File: src/rtl/storage_write_sequencer.sv
// storage_write_sequencer: valid/ready command front end that writes a byte register,
// verifies each write by read-back with bounded retries, and keeps saturating status counters.
module storage_write_sequencer #(
    parameter int WIDTH     = 8,
    parameter int RETRY_MAX = 2,
    parameter int CNT_W     = 16
) (
    input  logic             clk,
    input  logic             rst_n,
    input  logic             cmd_valid,
    output logic             cmd_ready,
    input  logic             cmd_write,
    input  logic [WIDTH-1:0] cmd_data,
    output logic             rsp_valid,
    input  logic             rsp_ready,
    output logic [WIDTH-1:0] rsp_data,
    output logic             rsp_error,
    output logic             write_enable,
    output logic [WIDTH-1:0] data_in,
    input  logic [WIDTH-1:0] data_out,
    output logic [CNT_W-1:0] stat_writes,
    output logic [CNT_W-1:0] stat_errors
);
    typedef enum logic [2:0] {IDLE, WRITE, VERIFY, READ, RESP} state_t;
    localparam logic [2:0] RMAX = 3'(RETRY_MAX);
    state_t state, state_nx;
    logic run;
    logic [2:0] retry;
    logic match, can_retry, accept, done;
    // run keeps cmd_ready low while in reset and rises after the first edge out of reset
    assign cmd_ready    = run && state == IDLE;
    assign write_enable = state == WRITE;
    assign rsp_valid    = state == RESP;
    assign match        = data_out == data_in;
    assign can_retry    = retry < RMAX;
    assign accept       = cmd_valid && cmd_ready;
    assign done         = match || !can_retry;
    always_comb begin
        state_nx = state;
        case (state)
            IDLE:    state_nx = accept ? (cmd_write ? WRITE : READ) : IDLE;
            WRITE:   state_nx = VERIFY;
            VERIFY:  state_nx = done ? RESP : WRITE;
            READ:    state_nx = RESP;
            RESP:    state_nx = rsp_ready ? IDLE : RESP;
            default: state_nx = IDLE;
        endcase
    end
    always_ff @(posedge clk or negedge rst_n) begin
        if (!rst_n) begin
            state       <= IDLE;
            run         <= 1'b0;
            retry       <= '0;
            data_in     <= '0;
            rsp_data    <= '0;
            rsp_error   <= 1'b0;
            stat_writes <= '0;
            stat_errors <= '0;
        end else begin
            state <= state_nx;
            run   <= 1'b1;
            if (accept && cmd_write) begin
                data_in <= cmd_data;
                retry   <= '0;
            end
            if (state == VERIFY) begin
                if (done) begin
                    rsp_data  <= data_out;
                    rsp_error <= !match;
                end else begin
                    retry <= retry + 3'd1;
                end
                if (match && stat_writes != '1)
                    stat_writes <= stat_writes + CNT_W'(1);
                if (!match && !can_retry && stat_errors != '1)
                    stat_errors <= stat_errors + CNT_W'(1);
            end
            if (state == READ) begin
                rsp_data  <= data_out;
                rsp_error <= 1'b0;
            end
        end
    end
endmodule

File: config.mk
export PLATFORM = sky130hd
export DESIGN_NAME = storage_write_sequencer
export DESIGN_NICKNAME = d
export VERILOG_FILES = /design/src/rtl/storage_write_sequencer.sv
export SDC_FILE = /design/constraint.sdc
export NUM_CORES = 1
export LEC_CHECK = 0
export ABC_AREA = 1
export CORE_ASPECT_RATIO = 0.9
export CORE_MARGIN = 1
export CORE_UTILIZATION = 50
export CTS_CLUSTER_SIZE = 10
export DETAILED_ROUTE_END_ITERATION = 8
export PLACE_DENSITY = 0.79
export SYNTH_ARGS = -nofsm -noshare
export SYNTH_HDL_FRONTEND = slang
export SYNTH_SLANG_ARGS = --single-unit
File: constraint.sdc
create_clock -name clk -period 1.8 [get_ports clk]
set_input_delay 0.36 -clock clk [delete_from_list [all_inputs] [get_ports clk]]
set_output_delay 0.36 -clock clk [all_outputs]
set_load 0.01 [all_outputs]
==> flow_results.org, run 1 <==
** Logic synthesis
- For this run, asynchronously set or reset flops after synthesis account for 100%.
- Flops & latches, synth :: 56
- Sequential cells were found to cover 41.4% of the synthesized design area.
- Number of nets in the synthesized netlist :: 466
- Yosys printed 0 warnings.
- Counting flops with a built-in enable in the synthesized netlist gives 0.
- Post-synth top area share :: 41.4%
- Synth top area cells :: sky130_fd_sc_hd__dfrtp_1, sky130_fd_sc_hd__nand2_1, sky130_fd_sc_hd__nand3_1
- Among all flip-flop cells after synthesis, the most frequent one is sky130_fd_sc_hd__dfrtp_1.
- Number of instances in the synthesized netlist :: 442
- Summed over all instances, the cell type with the most area after synthesis is sky130_fd_sc_hd__dfrtp_1.
- In this run the mean area of a mapped cell was 7.66 µm².
- Area of the mapped netlist :: 0.00338 mm²
- Count of different cell masters after synthesis :: 32

** Clock tree
- TritonCTS created 5 clock buffers.
- Clock-pin slew was measured on the worst setup and hold paths at 0.10 ns.
- Clock tree root driver cell :: sky130_fd_sc_hd__clkbuf_8
- The H-tree was split into 2 levels.
- TritonCTS built the clock tree.
- Clock latency on the worst-skew pair :: 0.30 ns
- For this design, the CTS-stage hold fixing added 0 buffers.
- No sink is reached through more buffers than the 2 on the longest clock path.
- Counting every sink on the clock net gives 56.

** Die
- The die covers 0.00710 mm².
- Die width :: 88.7 µm
- Pin placement for this block handled 73 I/O pins.
- The total area inside the core boundary comes to 0.00655 mm².
- Die Y-Extent :: 80.1 µm
- Number of standard-cell rows in the floorplan :: 28
- The initial utilization of the core area, before any placement, comes to 51.7%.

** Layout
- The area growth from synthesis to layout is 30.6%.
- Count of filler cells inserted in the layout :: 565
- The finished layout holds 628 standard cells, fillers aside.
- After the last flow step, the layout net total stands at 561.
- At the end of the flow the core is filled with cells to 67.5%.
- The number of antenna diodes in the final layout is 0.
- Share of final-layout standard cells stronger than drive strength 1 :: 15.2%

** Detailed routing
- Via count :: 3023
- Starting DRT DRC Count :: 134
- Post-detailed-route DRC marker count :: 0
- Post-route antenna net violation count :: 0
- For this run, the detailed router's first-pass iteration total came to 4.
- In the final routed layout, each cell accounts on average for 12.0 µm.
- Final Routed Wirelength :: 7560 µm
- Dividing the detail-routed via count by the number of cells gives 4.81.

** Job
- Max-cap violation count :: 0

** Setup path
- Endpoint class of the critical path :: primary output
- In this run the worst path has a maximum fanout of 6.
- For the worst setup path, the data required time is 1.44 ns.
- STA classifies the critical path startpoint as a flip-flop.
- The cell family contributing the most delay on the critical path is buffers and inverters.
- On the worst path, the slowest cell contributes a delay of 0.59 ns.
- Crit Path Category :: flip-flop to primary output
- Critical path arrival :: 1.38 ns
- Critical path's slowest cell :: sky130_fd_sc_hd__clkdlybuf4s50_1
- The number of buffers and inverters on the critical path is 1.
- Walking the worst path, the cells encountered are clkdlybuf4s50_1.

** Timing
- For the final database, setup skew stands at 0.00728 ns.
- Worst setup slack after layout :: 0.0579 ns
- Setup Viol. Count Final :: 0
- The clock period could shrink to 1.74 ns.
- Final critical-path share of the clock period :: 96.8%
- Across all hold checks on the routed design, the worst slack comes to 0.0569 ns.
- The final count of hold timing violations was 0.
- The max-slew violation total from the final report was 0.
- Upper clock frequency limit :: 0.574 GHz

** Global routing
- Entering global routing, the biggest net connects 29 pins.
- Total track usage :: 23.1%
- After global routing the overflow that remains totals 0.
- The number of antenna violations at the first check in global routing was 0.
- The first global-routing pass estimated 12800 µm of wire.
- Vias in the first global route :: 2877

** Placed design
- Last weighted congestion value of the routability-driven placer :: 0.831
- Before CTS, the worst setup slack after placement is -0.167 ns.
- Buffers added on ports :: 72
- Placed cells :: 614
- Summed over all nets, the half-perimeter wirelength after detailed placement is 5710 µm.

** Pwr
- IR analysis of the VDD net gives a maximum drop of 0.000590 V.
- In this run the power density over the cells is 977 mW/mm².
- After layout, the design draws a total of 4.32 mW.
- Summed over all cells, the static leakage comes to 2.15 nW.

** Run status
- The run finished with clean final reports.

** Worst hold path
- Worst min-delay path class :: primary input to asynchronous set/reset pin
==> through the flow <==
step	setup TNS, ns	cell area (µm²)
6_report	0	4420
3_5_place_dp	-5.21	4270
3_3_place_gp	-3.44	4270
5_1_grt	-0.000197	4420
2_1_floorplan	0	3380
4_1_cts	0	4370
==> cell usage after synthesis (2+ instances only) <==
cell and instances:
sky130_fd_sc_hd__nand2_1 179, sky130_fd_sc_hd__dfrtp_1 56, sky130_fd_sc_hd__nand3_1 37, sky130_fd_sc_hd__inv_1 34, sky130_fd_sc_hd__nor2_1 29, sky130_fd_sc_hd__nand3_2 14, sky130_fd_sc_hd__xnor2_1 14, sky130_fd_sc_hd__xor2_1 13
sky130_fd_sc_hd__nand2_2 9, sky130_fd_sc_hd__nor2_2 8, sky130_fd_sc_hd__nand4_1 7, sky130_fd_sc_hd__inv_2 6, sky130_fd_sc_hd__o21ai_0 6, sky130_fd_sc_hd__nor2_4 5, sky130_fd_sc_hd__buf_6 3, sky130_fd_sc_hd__ha_1 3
sky130_fd_sc_hd__buf_2 2, sky130_fd_sc_hd__nand4_4 2, sky130_fd_sc_hd__o21ai_1 2
==> layer usage <==
layer  up-vias  track usage [%]  share of wire [%]
li1       1565                -                  -
met1      1397             31.9                 50
met2        54             38.2                 47
met3         7             3.39                3.0
met4         0             5.00               0.78
met5         -                0                  0
==> power breakdown <==
group	total, mW	leakage, nW	internal [mW]	switching [mW]
registers	1.77	0.742	1.53	0.235
clock network	0.706	0.0455	0.315	0.390
logic	1.84	1.36	0.840	1.00
==> state kept, by name, summed over array words and instances, names as in the netlist <==
signal and count:
stat_writes 16, retry 3, run 1, stat_errors 16, rsp_data 8, rsp_error 1, data_in 8, state 3
==> final timing paths <==
check / cells after the start / startpoint / slack [ns] / to
worst max register to register: 11 / stat_writes[0] / 0.13 / stat_writes[15]
worst max-delay path: 1 / stat_errors[2] / 0.06 / stat_errors[2]
max in group asynchronous: 2 / rst_n / 1.44 / stat_errors[3]
worst min register to register: 2 / rsp_error / 0.50 / rsp_error
worst min-delay path: 2 / rst_n / 0.06 / stat_writes[9]
min in group clk: 2 / rsp_error / 0.50 / rsp_error
==> cell type report <==
type / instances / area, µm² / share of cell area, %
Clock buffer: 8 / 90.1 / 2.04
Inverter: 42 / 159 / 3.60
Multi-Input combinational cell: 336 / 1750 / 39.6
Sequential cell: 56 / 1400 / 31.8
Tap cell: 90 / 113 / 2.55
Timing Repair Buffer: 96 / 905 / 20.5
==> layout by cell type (no fill, tap or decap), drive strengths merged, types with 8 or more instances in the layout <==
cell type / n
nand2: 189
clkdlybuf4s50: 68
dfrtp: 56
nand3: 52
nor2: 43
inv: 40
buf: 25
xnor2: 14
xor2: 13
nand4: 9
o21ai: 9
clkbuf: 8
==> cells by family (layout without fill, tap and decap cells) <==
| kind of cell | count (synthesis) | in the layout | synth area share (%) |
|---|---|---|---|
| buffers and inverters | 50 | 146 | 6.91 |
| flip-flops | 56 | 56 | 41.4 |
| adder cells (fa/ha/maj) | 3 | 3 | 1.11 |
| XOR/XNOR | 27 | 27 | 6.99 |
| AND/OR/NAND/NOR | 295 | 295 | 41.8 |
| AO/OA/AOI/OAI | 10 | 10 | 1.63 |
| other | 1 | 1 | 0.111 |
==> timing repair <==
item / 4_1_cts / 5_1_grt
endpoints found under the setup margin: 3 / 6
gates resized for setup: 3 / 2
pin swaps: 0 / 1
endpoints found under the hold margin: 0 / 0
buffers inserted: 1 / 5
Note: power is estimated with default switching activity, not from simulation.
==> inputs of run 2 (changes only) <==
Settings changed: SKIP_LAST_GASP from default to 1.
==> results of run 2 <==
Same layout as run 1: the final DEF is identical, and so are final timing and power.
==> RTL change 1: new RTL, flow settings as in run 1 <==
Put one more register stage on the output `stat_errors`. The value now appears one clock later. The other outputs are not delayed to match.
--- a/src/rtl/storage_write_sequencer.sv
+++ b/src/rtl/storage_write_sequencer.sv
@@ -24,4 +24,6 @@
     typedef enum logic [2:0] {IDLE, WRITE, VERIFY, READ, RESP} state_t;
     localparam logic [2:0] RMAX = 3'(RETRY_MAX);
+
+    logic [CNT_W-1:0] stat_errors_s0;
     state_t state, state_nx;
     logic run;
@@ -56,5 +58,5 @@
             rsp_error   <= 1'b0;
             stat_writes <= '0;
-            stat_errors <= '0;
+            stat_errors_s0 <= '0;
         end else begin
             state <= state_nx;
@@ -73,6 +75,6 @@
                 if (match && stat_writes != '1)
                     stat_writes <= stat_writes + CNT_W'(1);
-                if (!match && !can_retry && stat_errors != '1)
-                    stat_errors <= stat_errors + CNT_W'(1);
+                if (!match && !can_retry && stat_errors_s0 != '1)
+                    stat_errors_s0 <= stat_errors_s0 + CNT_W'(1);
             end
             if (state == READ) begin
@@ -82,4 +84,8 @@
         end
     end
+    always_ff @(posedge clk) begin
+        stat_errors <= stat_errors_s0;
+    end
+
 endmodule
 
Check against the original RTL: not equivalent (Yosys sat finds a counterexample within 10 cycles, from zero or initial values and one cycle with rst_n low).
==> RTL change 1 against run 1 <==
  * Wire length up 4.8%
  * The flow now finishes with violations (negative hold slack)
  * Synthesized area up 8.6%
  * Cell area up 8.1%
  * Sequential cell count up 16
  * Core utilization up 0.077 points
  * Largest power group is now registers
  * Power up 26%
  * Worst setup slack worse by 0.0082 ns
==> RTL change 1: results (changes against run 1) <==
- Number of CTS-inserted buffers: 9 (+4)
- CTS clk-pin slew, worst paths: 0.08 ns (-0.02 ns)
- Total track usage: 22.91% (-0.17 points)
- Detail Placement HPWL: 5.647 mm (-1.1%)
- Synth Area in Adders: 1.021% (-0.088 points)
- Synth Area in Compound Gates: 1.362% (-0.26 points)
- Wire length on met3: 341 um (+51%)
- Seq/Total Area, Yosys: 46.85% (+5.4 points)
- Leading power group: registers
- Cells after Synth: 439 (-0.68%)
- Worst Skew: 0.01144 ns (+0.004161 ns)
- Period utilization: 97.23% (+0.45 points)
- Violated checks: negative hold slack
- Status: complete, but fails checks
- Fraction of layout cells with a size suffix above 1: 18.69% (+3.4 points)
- R2R Path End: stat_writes[5]$_DFFE_PN0P_
- Met3 GRT Util: 5.678% (+2.3 points)
- Post-CTS Setup Inserts: 2 (+1)
- Clk Latency, worst-skew pair: 0.35 ns (+0.05 ns)
- Crit Path Max Fanout: 5 (-1)
- Met1 wire length: 3.384 mm (-9.8%)
- Nets: 554 (-1.2%)
- Post-Synth XOR/XNOR Area: 6.435% (-0.55 points)
- Leading post-synthesis cells by cell area: dfrtp_1 (38%), nand2_1 (17%), dfxtp_1 (8.7%), nand3_1 (4.8%), nand3_2 (3.8%)
- Hold WS: -0.006849 ns (-0.06377 ns)
- Worst r2r path cells: 10 (-1)
- R2r startpoint: stat_writes[1]$_DFFE_PN0P_
- WP data arrival: approximately 1.4 ns
- Syn nets: 463 (-0.64%)
- H-tree depth: 3 (+1)
- Met2 usage: 40.07% (+1.8 points)
- First-pass GRT wire length: 14.03 mm (+9.4%)
- Flop+latch power: 2.15 mW (+21%)
- DRT antenna net count: 0 (unchanged)
- Top cells by count, synth: nand2_1 (165), dfrtp_1 (56), nand3_1 (35), nor2_1 (25), inv_1 (23)
- Biggest regs: stat_errors x16, stat_errors_s0 x16, stat_writes x16
- Dpl cell area: 0.004531 mm^2 (+6.0%)
- Via count: 3,101 (+2.6%)
- Pre-CTS WS: -0.2177 ns (-0.05086 ns)
- Avg WL per Cell: 12.61 um (+4.8%)
- Post-cts resize count: 4 (+1)
- Critical path launch point: stat_writes[0]$_DFFE_PN0P_
- P_sw: 1.854 mW (+14%)
- CP endpoint: stat_writes[0]
- Final hold vios: 6 (+6)
- Flop2flop setup slack: 0.15 ns (+0.02 ns)
- Wire length on met2: 4.067 mm (+15%)
- Max VDD drop: 656.5 uV (+11%)
[RTL change 1: changes by cell type in the layout (fill, tap and decap cells not counted), sizes merged, moves of 3 or more]
| cell | delta |
|---|---|
| nor2 | -3 |
| buf | -8 |
| clkbuf | +5 |
| inv | -6 |
| nand2 | -5 |
| dfxtp | +16 |
[RTL change 1: metrics by stage]
stage / power [mW] / setup TNS (ns)
final: 5.424 / 0
after CTS: 5.457 / 0
after global placement: 3.946 / -3.642
after global routing: 5.775 / 0
after detailed placement: 4.018 / -5.690
after floorplan: 3.248 / 0
[RTL change 1: final cells by class]
type | count | area, um^2
clock buffer | 11 | 141.4
tap | 93 | 116.4
inverter | 35 | 132.6
clock inverter | 5 | 81.33
multi-input combinational | 324 | 1734
fill | 572 | 2297
sequential | 72 | 1723
timing repair buffer | 88 | 849.6
[RTL change 1: worst max-delay path: stages, from the launching register on]
cell,delay (ns)
dfrtp_1,0.35
buf_4,0.14
clkdlybuf4s50_1,0.55
==> RTL change 2: new RTL, config.mk and constraints of run 1 <==
Made on the original files. Set the parameter `CNT_W` to 32 (it was 16).
--- a/src/rtl/storage_write_sequencer.sv
+++ b/src/rtl/storage_write_sequencer.sv
@@ -4,5 +4,5 @@
     parameter int WIDTH     = 8,
     parameter int RETRY_MAX = 2,
-    parameter int CNT_W     = 16
+    parameter int CNT_W     = 32
 ) (
     input  logic             clk,
Ports: changed (resized stat_errors and stat_writes); port bits go from 73 to 105. The function was not compared with the original's and may differ.
==> RTL change 2 against run 1 <==
  * The flow now finishes with violations (design-rule violations)
  * Largest power group is now registers
  * Count of clock-buffer cells in the layout up 1
  * Sequential cell count up 32
  * Power up 53%
  * Critical path depth up 1
  * Synthesized cell count up 78%
  * Cell area up 68%
  * Worst setup slack worse by 0.014 ns
  * Highest routed layer unchanged
  * Critical endpoint is now stat_errors[11]
  * Wire length up 99%
  * Critical path type unchanged
  * Synthesized area up 60%
  * Clock power up 150%
  * Sequential share of layout area down 2.0 points
  * Sequential power up 41%
  * Clock skew up 0.0013 ns
==> RTL change 2: results (changes against run 1) <==
- Status: complete, but fails checks
- Violated checks: design-rule violations
- Fillers: 877 (+55%)
- Biggest regs: stat_errors x32, stat_writes x32
- Pre-CTS WS: -0.3028 ns (-0.1360 ns)
- Pin count of the biggest net entering global routing: 37 (+28%)
- Flop2flop setup slack: 0.10 ns (-0.03 ns)
- Nets: 968 (+73%)
- Synth cell types: 31 (-3.1%)
- First-pass GRT wire length: 25.65 mm (+100%)
- Leading post-synthesis cells by cell area: dfrtp_1 (41%), nand2_1 (24%), nor2_1 (6.3%), inv_1 (4.7%), nand3_1 (3.6%)
- Met1 usage: 34.48% (+2.5 points)
- WP data arrival: 1.40 ns (+0.02 ns)
- Met2 usage: 50.98% (+13 points)
- # DRC: 9 (+9)
- Met3 GRT Util: 5.292% (+1.9 points)
- GP Congestion: 0.9053 (+9.0%)
- Tightest Hold Check Type: input pin to register
- Crit Path Max Fanout: 3 (-3)
- Via count: 5,640 (+87%)
- Number of CTS-inserted buffers: 9 (+4)
- Iter 0 DRT Violations: 375 (+180%)
- Wire length on met2: 7.352 mm (+110%)
- Worst Skew: 0.008576 ns (+0.001299 ns)
- Clk root buf: clkbuf_16
- Final wirelength: 15.08 mm (+99%)
- H-tree depth: 3 (+1)
- Total track usage: 28.62% (+5.5 points)
- Initial DRT Pass Iterations: 8 (+4)
RTL change 2: cell count changes after synthesis, moves of 12 or more:
cell and delta:
dfrtp_1 +32, inv_1 +34, nand2_1 +169, nand3_2 -12, nand4_1 +14, nor2_1 +62, nor3_1 +14, o21ai_0 +12
RTL change 2: worst max-delay path, stage by stage (launching register included):
cell and delay [ns]:
dfrtp_1 0.38, buf_4 0.14, clkdlybuf4s50_1 0.53
RTL change 2: stage by stage:
step | cells | utilization (%) | hold slack (ns) | instance area, um^2
after floorplan | 787 | - | 0.06441 | 5430
after global placement | 1056 | 67.40 | 0.3541 | 6995
after detailed placement | 1056 | 67.40 | 0.3519 | 6995
after CTS | 1073 | 70.19 | 0.4736 | 7284
after global routing | 1078 | 71.56 | 0.3572 | 7427
final | 1078 | 71.56 | 0.3466 | 7427
RTL change 2: kinds of logic (layout without fill, tap and decap cells):
kind of cell               count (synthesis)  after routing  synth area share, %
buffers and inverters                     85            247                6.636
adders and majority gates                  3              3               0.6913
DFF                                       88             88                40.55
AOI/OAI and AO/OA                         21             21                2.028
and+or+nand+nor                          549            549                43.57
xor gates and xnor gates                  40             40                6.452
other                                      1              1              0.06906
RTL change 2: final cells by class:
| cell class | instances | area, um^2 | share of cell area (%) |
|---|---|---|---|
| Clock inverter | 7 | 47.55 | 0.6402 |
| Multi-Input combinational cell | 614 | 2940 | 39.59 |
| Timing Repair Buffer | 159 | 1568 | 21.11 |
| Inverter | 72 | 272.8 | 3.673 |
| Tap cell | 129 | 161.4 | 2.173 |
| Clock buffer | 9 | 225.2 | 3.032 |
| Sequential cell | 88 | 2212 | 29.78 |
RTL change 2: repair_timing:
| action | 4_1_cts | 5_1_grt |
|---|---|---|
| buffers inserted | 0 | 5 |
| gates cloned | 0 | 0 |
| hold endpoints to repair | 33 | 0 |
| endpoints found under the setup margin | 4 | 87 |
| pin swaps | 0 | 9 |
| hold buffers | 1 | 0 |
| resized for setup | 8 | 39 |
RTL change 2: worst max path at each step:
stage                           startpoint                           to  slack, ns  cells past startpoint
2_1_floorplan   stat_errors[0]$_DFFE_PN0P_   stat_errors[2]$_DFFE_PN0P_       0.11                     11
3_3_place_gp                   data_out[0]  stat_writes[14]$_DFFE_PN0P_      -0.21                     11
3_5_place_dp                   data_out[4]  stat_writes[14]$_DFFE_PN0P_      -0.30                     12
4_1_cts                 state[0]$_DFF_PN0_                    rsp_valid      0.002                      3
5_1_grt                 state[2]$_DFF_PN0_  stat_writes[17]$_DFFE_PN0P_      -0.03                      8
6_report       stat_errors[11]$_DFFE_PN0P_              stat_errors[11]       0.04                      2
RTL change 2: report_power, final:
| group | internal, mW | switching (mW) |
|---|---|---|
| clock network | 0.935 | 0.813 |
| registers | 2.27 | 0.233 |
| logic | 1.10 | 1.26 |
| total | 4.31 | 2.31 |
